## config.mk

```make
export PLATFORM = sky130hd
export DESIGN_NAME = load_store_unit
export DESIGN_NICKNAME = d
export VERILOG_FILES = /design/src/rtl/load_store_unit.sv
export SDC_FILE = /design/constraint.sdc
export NUM_CORES = 1
export LEC_CHECK = 0
export ABC_AREA = 1
export BUFFER_PORTS_ARGS = -buffer_cell sky130_fd_sc_hd__buf_4
export CORE_ASPECT_RATIO = 1.75
export CORE_MARGIN = 5
export CORE_UTILIZATION = 50
export DETAILED_ROUTE_END_ITERATION = 6
export PLACE_DENSITY_LB_ADDON = 0.15
export RECOVER_POWER = 25
export REMOVE_ABC_BUFFERS = 1
export SLEW_MARGIN = 20
export SYNTH_ARGS = -nofsm -noshare
export SYNTH_HDL_FRONTEND = slang
export SYNTH_SLANG_ARGS = --single-unit
```

## constraint.sdc

```tcl
create_clock -name clock -period 1.7 [get_ports clock]
set_input_delay 0.34 -clock clock [delete_from_list [all_inputs] [get_ports clock]]
set_output_delay 0.34 -clock clock [all_outputs]
set_load 0.1 [all_outputs]
```

## src/rtl/load_store_unit.sv

```systemverilog
// RV32I load/store sequencer sitting in front of a memory that only reads and writes whole words.
// Sub-word stores read the containing word first, merge the new lane, then write it back.
module load_store_unit #(
  parameter bit CHECK_ALIGN = 1'b1
) (
  input  logic        clock,
  input  logic        reset,
  input  logic        iStart,
  input  logic        iWrite,
  input  logic [2:0]  iFunct3,
  input  logic [31:0] iAddress,
  input  logic [31:0] iWData,
  output logic [31:0] oRData,
  output logic        oBusy,
  output logic        oDone,
  output logic        oMisaligned,
  output logic [31:0] oMemAddress,
  output logic [31:0] oMemWData,
  output logic        oMemWrite,
  output logic        oMemRead,
  input  logic [31:0] iMemRData
);

  typedef enum logic [2:0] {
    IDLE      = 3'd0,
    LOAD      = 3'd1,
    STORE     = 3'd2,
    RMW_READ  = 3'd3,
    RMW_WRITE = 3'd4
  } state_t;

  state_t      state_q, state_d;
  logic [31:0] addr_q, addr_d;
  logic [2:0]  funct3_q, funct3_d;
  logic [31:0] wdata_q, wdata_d;
  logic        write_q, write_d;
  logic [31:0] merge_q, merge_d;
  logic [31:0] rdata_q, rdata_d;
  logic        done_q, done_d;
  logic        misaligned_q, misaligned_d;

  logic        req_invalid;
  logic        req_misaligned;
  logic        req_fault;
  logic [7:0]  load_byte;
  logic [15:0] load_half;
  logic [31:0] load_value;
  logic [31:0] merge_word;

  // bu/hu only exist as loads, so a store carrying funct3[2] is rejected too
  always_comb begin
    req_invalid    = (iFunct3 == 3'b011) || (iFunct3[2:1] == 2'b11) || (iWrite && iFunct3[2]);
    req_misaligned = 1'b0;
    if (CHECK_ALIGN) begin
      req_misaligned = ((iFunct3[1:0] == 2'b01) && iAddress[0]) ||
                       ((iFunct3[1:0] == 2'b10) && (iAddress[1:0] != 2'b00));
    end
    req_fault = req_invalid || req_misaligned;
  end

  always_comb begin
    case (addr_q[1:0])
      2'b00:   load_byte = iMemRData[7:0];
      2'b01:   load_byte = iMemRData[15:8];
      2'b10:   load_byte = iMemRData[23:16];
      default: load_byte = iMemRData[31:24];
    endcase
    load_half = addr_q[1] ? iMemRData[31:16] : iMemRData[15:0];
    case (funct3_q)
      3'b000:  load_value = {{24{load_byte[7]}}, load_byte};
      3'b001:  load_value = {{16{load_half[15]}}, load_half};
      3'b100:  load_value = {24'h000000, load_byte};
      3'b101:  load_value = {16'h0000, load_half};
      default: load_value = iMemRData;
    endcase
  end

  // Replace only the addressed lane of the word captured during RMW_READ
  always_comb begin
    merge_word = merge_q;
    if (funct3_q[1:0] == 2'b00) begin
      case (addr_q[1:0])
        2'b00:   merge_word[7:0]   = wdata_q[7:0];
        2'b01:   merge_word[15:8]  = wdata_q[7:0];
        2'b10:   merge_word[23:16] = wdata_q[7:0];
        default: merge_word[31:24] = wdata_q[7:0];
      endcase
    end else if (addr_q[1]) begin
      merge_word[31:16] = wdata_q[15:0];
    end else begin
      merge_word[15:0] = wdata_q[15:0];
    end
  end

  always_comb begin
    state_d      = state_q;
    addr_d       = addr_q;
    funct3_d     = funct3_q;
    wdata_d      = wdata_q;
    write_d      = write_q;
    merge_d      = merge_q;
    rdata_d      = rdata_q;
    done_d       = 1'b0;
    misaligned_d = 1'b0;
    case (state_q)
      IDLE: begin
        if (iStart) begin
          addr_d   = iAddress;
          funct3_d = iFunct3;
          wdata_d  = iWData;
          write_d  = iWrite;
          if (req_fault) begin
            done_d       = 1'b1;
            misaligned_d = 1'b1;
          end else if (!iWrite) begin
            state_d = LOAD;
          end else if (iFunct3[1:0] == 2'b10) begin
            state_d = STORE;
          end else begin
            state_d = RMW_READ;
          end
        end
      end
      LOAD: begin
        rdata_d = load_value;
        done_d  = 1'b1;
        state_d = IDLE;
      end
      STORE: begin
        done_d  = 1'b1;
        state_d = IDLE;
      end
      RMW_READ: begin
        merge_d = iMemRData;
        state_d = RMW_WRITE;
      end
      RMW_WRITE: begin
        done_d  = 1'b1;
        state_d = IDLE;
      end
      default: state_d = IDLE;
    endcase
  end

  always_ff @(posedge clock) begin
    if (reset) begin
      state_q      <= IDLE;
      addr_q       <= '0;
      funct3_q     <= '0;
      wdata_q      <= '0;
      write_q      <= 1'b0;
      merge_q      <= '0;
      rdata_q      <= '0;
      done_q       <= 1'b0;
      misaligned_q <= 1'b0;
    end else begin
      state_q      <= state_d;
      addr_q       <= addr_d;
      funct3_q     <= funct3_d;
      wdata_q      <= wdata_d;
      write_q      <= write_d;
      merge_q      <= merge_d;
      rdata_q      <= rdata_d;
      done_q       <= done_d;
      misaligned_q <= misaligned_d;
    end
  end

  // Memory side is driven straight from the state so strobes line up with the access cycle
  always_comb begin
    oMemAddress = (state_q == IDLE) ? 32'h0 : {addr_q[31:2], 2'b00};
    oMemRead    = (state_q == LOAD) || (state_q == RMW_READ);
    oMemWrite   = (state_q == STORE) || (state_q == RMW_WRITE);
    case (state_q)
      STORE:     oMemWData = wdata_q;
      RMW_WRITE: oMemWData = merge_word;
      default:   oMemWData = 32'h0;
    endcase
  end

  assign oRData      = rdata_q;
  assign oBusy       = (state_q != IDLE);
  assign oDone       = done_q;
  assign oMisaligned = misaligned_q;

endmodule

```

==> flow_results.org <==
** Finish
- For this run, the post-layout net count is 1308.
- Fill cells in the final layout number 825.
- Share of final-layout standard cells stronger than drive strength 1 :: about a third
- Layout Utilization :: 81.6%
- Area used by multi-input combinational logic :: 3730 sq um
- The library cell used most frequently in the layout, excluding fill and tap cells, is o21ai_0.
- Number of diodes added for antenna fixing :: 0
- The area growth from synthesis to layout is 60.9%.
- Register area :: 2740 sq um
- The top cell types in the final layout, fill and taps aside, are 175 x o21ai_0, 136 x buf_4, 130 x dfxtp_1.

** Route
- In this run the remaining antenna-violating nets after routing total 0.
- Routed vias :: 8173
- Post-DR wirelength/cell :: between 15 and 20 um
- Wire length on met1 :: 9890 um
- The first routing iteration left approximately 700 violations.
- Detailed routing placed a total of around 2300 um of wire on met3.
- The first detailed-routing pass took 5 iterations.
- Ratio of routed vias to standard cells :: 5.87
- Routed wire length :: 27700 um
- DRC violations left :: 0
- Met2 layer wire length in the routed design :: around 14000 um
- Uppermost layer routed :: met4

** Critical path
- STA classifies the critical path startpoint as a register.
- CP bufs+invs :: 3
- For the worst setup path, the data arrival time is between 1500 and 2000 ps.
- Crit. End Element :: output pin
- The critical path is of the register to output pin type.
- The signal on the critical path passes through nor2_4, buf_12, buf_12, o21ai_1, o22ai_1, nand2_1, o21ai_1, buf_6.
- For the worst flop-to-flop path, the logic depth is 9.
- CP Depth :: 8
- Gate family responsible for the most delay along the worst path :: buffers and inverters
- For the worst setup path, the data required time is 1360 ps.
- For this run, the slowest stage of the critical path takes 340 ps.
- CP Max Fanout :: 14
- Max stage delay cell, worst path :: dfxtp_2

** Synthesis
- dfxtp_1 takes more of the synthesized area than any other cell.
- Netlist area before placement :: 6760 sq um
- For this run, the register share of the synthesized area comes to 40.3%.
- Count of yosys warnings during synthesis :: 0
- Gate Count Post-Synth :: 997
- Summed over its instances, the top area cell type makes up around 40% of the synthesized netlist area.
- The netlist uses 29 different library cells.
- Average instance area after synthesis :: 6.78 sq um
- The synthesized design contains 136 register bits.
- Top post-synthesis cells by area :: dfxtp_1 40%, o21ai_0 18%, a21oi_1 9.8%, inv_1 6.3%, nand2_1 4.8%

** Global route
- After global routing the overflow that remains totals 0.
- Entering global routing, the biggest net connects 71 pins.
- The initial antenna violation count is 0.
- The first global-routing pass estimated 39900 um of wire.
- Across every metal layer, demand over resource in global routing totals 30.7%.
- The via count of the first global-routing pass came to roughly 7700.

** Job
- Max-capacitance violation count :: 0

** Clock tree
- The H-tree was split into 4 levels.
- TritonCTS created 17 clock buffers.
- Clock slew seen by the registers of the worst setup and hold paths :: approximately 60 ps
- TritonCTS clock tree :: done
- Clk root buf :: clkbuf_16
- For the worst-skew pair, the clock arrives at the later sink with an insertion delay of 430 ps.
- Counting every sink on the clock net gives 136.
- Buffers from clock root to sink, at most :: 2
- Number of hold buffers added after cts :: 0

** Power
- Across the VDD grid, the largest voltage drop is 0.723 mV.
- The analysis attributes to cell leakage a power of 0.00460 uW.
- Total power consumption of the routed design :: 10100 uW
- Cell Pwr Density :: 929 nW/um^2

** STA
- Hold is met by about 100 ps.
- Final setup violation count :: 131
- For the final routed database, the setup TNS stands at -31320 ps.
- PnR worst setup slack :: -478 ps
- Counting I/O delays and the setup requirement, the final critical path takes 2180 ps.
- For the pin with the worst max-slew slack, the measured transition is 574 ps.
- In this run the tightest slew margin relative to its limit is between 60% and 70%.
- The max-slew violation count came to 0.
- Upper clock frequency limit :: 459 MHz
- Worst clock skew :: 12.9 ps
- Of the available clock period, the critical path in the final layout requires 128%.
- Count of endpoints failing hold in the final timing report :: 0
- Unrepaired setup endpoints after global routing :: true

** Die
- Vertical die dimension :: 164 um
- Number of standard-cell rows in the floorplan :: 56
- The die covers 16000 sq um.
- Die X-Extent :: 97.9 um
- Initial cell density of the core :: 50.7%
- For this design the top-level I/O count stands at 204.
- The core region is 13300 sq um.

** Hold path
- The min-delay analysis places its worst path in the category input pin to register.
- The worst hold path was traced through 2 stages.

** Placed design
- Port buffer count :: 201
- After legalization and detailed placement, the total HPWL measured 15300 um.
- Final estimated routing congestion in global placement :: 0.942

** Outcome
- Violated checks :: negative setup slack
- The flow ran to the end, but the final reports show violations.
==> cell type report <==
type / count / share of cell area (%)
flip-flops and latches: 136 / 25.2
multi-input cells: 663 / 34.4
repair buffers: 265 / 27.7
clock inverters: 14 / 2.05
inverters: 122 / 4.77
well taps: 174 / 2.00
clock buffers: 18 / 3.95
==> where the power goes <==
group / leakage (uW) / internal (uW) / switching, uW
Clock: 0.000311 / 2620 / 1530
Combinational: 0.00317 / 869 / 1600
Sequential: 0.00112 / 3360 / 118
==> cell usage after synthesis <==
cell type	n
nor2_2	1
clkinv_1	2
nand2_2	3
inv_4	1
inv_2	5
buf_4	5
nor2_4	3
nand3_1	12
a21oi_2	1
a31oi_1	1
nor2_1	86
nand3_4	1
clkbuf_1	37
a21oi_1	132
dfxtp_1	136
o21bai_1	17
o21ai_0	243
nand2_1	87
inv_1	114
nand2_4	1
buf_1	6
nor3_1	8
o21ai_1	37
buf_6	1
buf_2	28
nand3b_1	1
nand4_1	1
o22ai_1	26
conb_1	1
==> through the flow <==
stage | worst slack (ps) | cell area, sq um | cells
finish | -478 | 10900 | 1392
CTS | -469 | 10500 | 1385
global placement | -140 | 8650 | 1344
detailed placement | -180 | 8650 | 1344
global route | -564 | 10900 | 1392
floorplan | -2460 | 6410 | 921
==> timing repair <==
item | in CTS | in global routing
cloned | 3 | 2
setup endpoints to repair | 80 | 91
buffers inserted | 7 | 7
resized for setup | 305 | 130
pin swaps | 8 | 18
==> kinds of logic after synthesis <==
family	synth area share (%)
compound gates	35.0
simple gates	12.6
other cells	0.0555
buf+inv	12.0
flops	40.3
==> layer usage <==
metal / up-vias / GRT usage, %
met5: - / 0
met4: 0 / 15.4
met3: 119 / 8.75
met2: 462 / 53.6
met1: 3818 / 33.9
li1: 3774 / -
==> flip-flops by register name (all words and copies together), names as in the netlist <==
signal and flops:
state_q 3, wdata_q 32, oRData 32, merge_q 32
oDone 1, addr_q 32, oMisaligned 1, funct3_q 3
==> path summary, 6_finish.rpt <==
kind / startpoint / to / slack (ps)
worst max-delay path: funct3_q[0] / oMemWData[13] / -480
worst min-delay path: reset / oDone / 100
worst max register to register: state_q[0] / oRData[21] / -350
worst min register to register: wdata_q[19] / wdata_q[19] / 450
(Power assumes the default switching activity.)
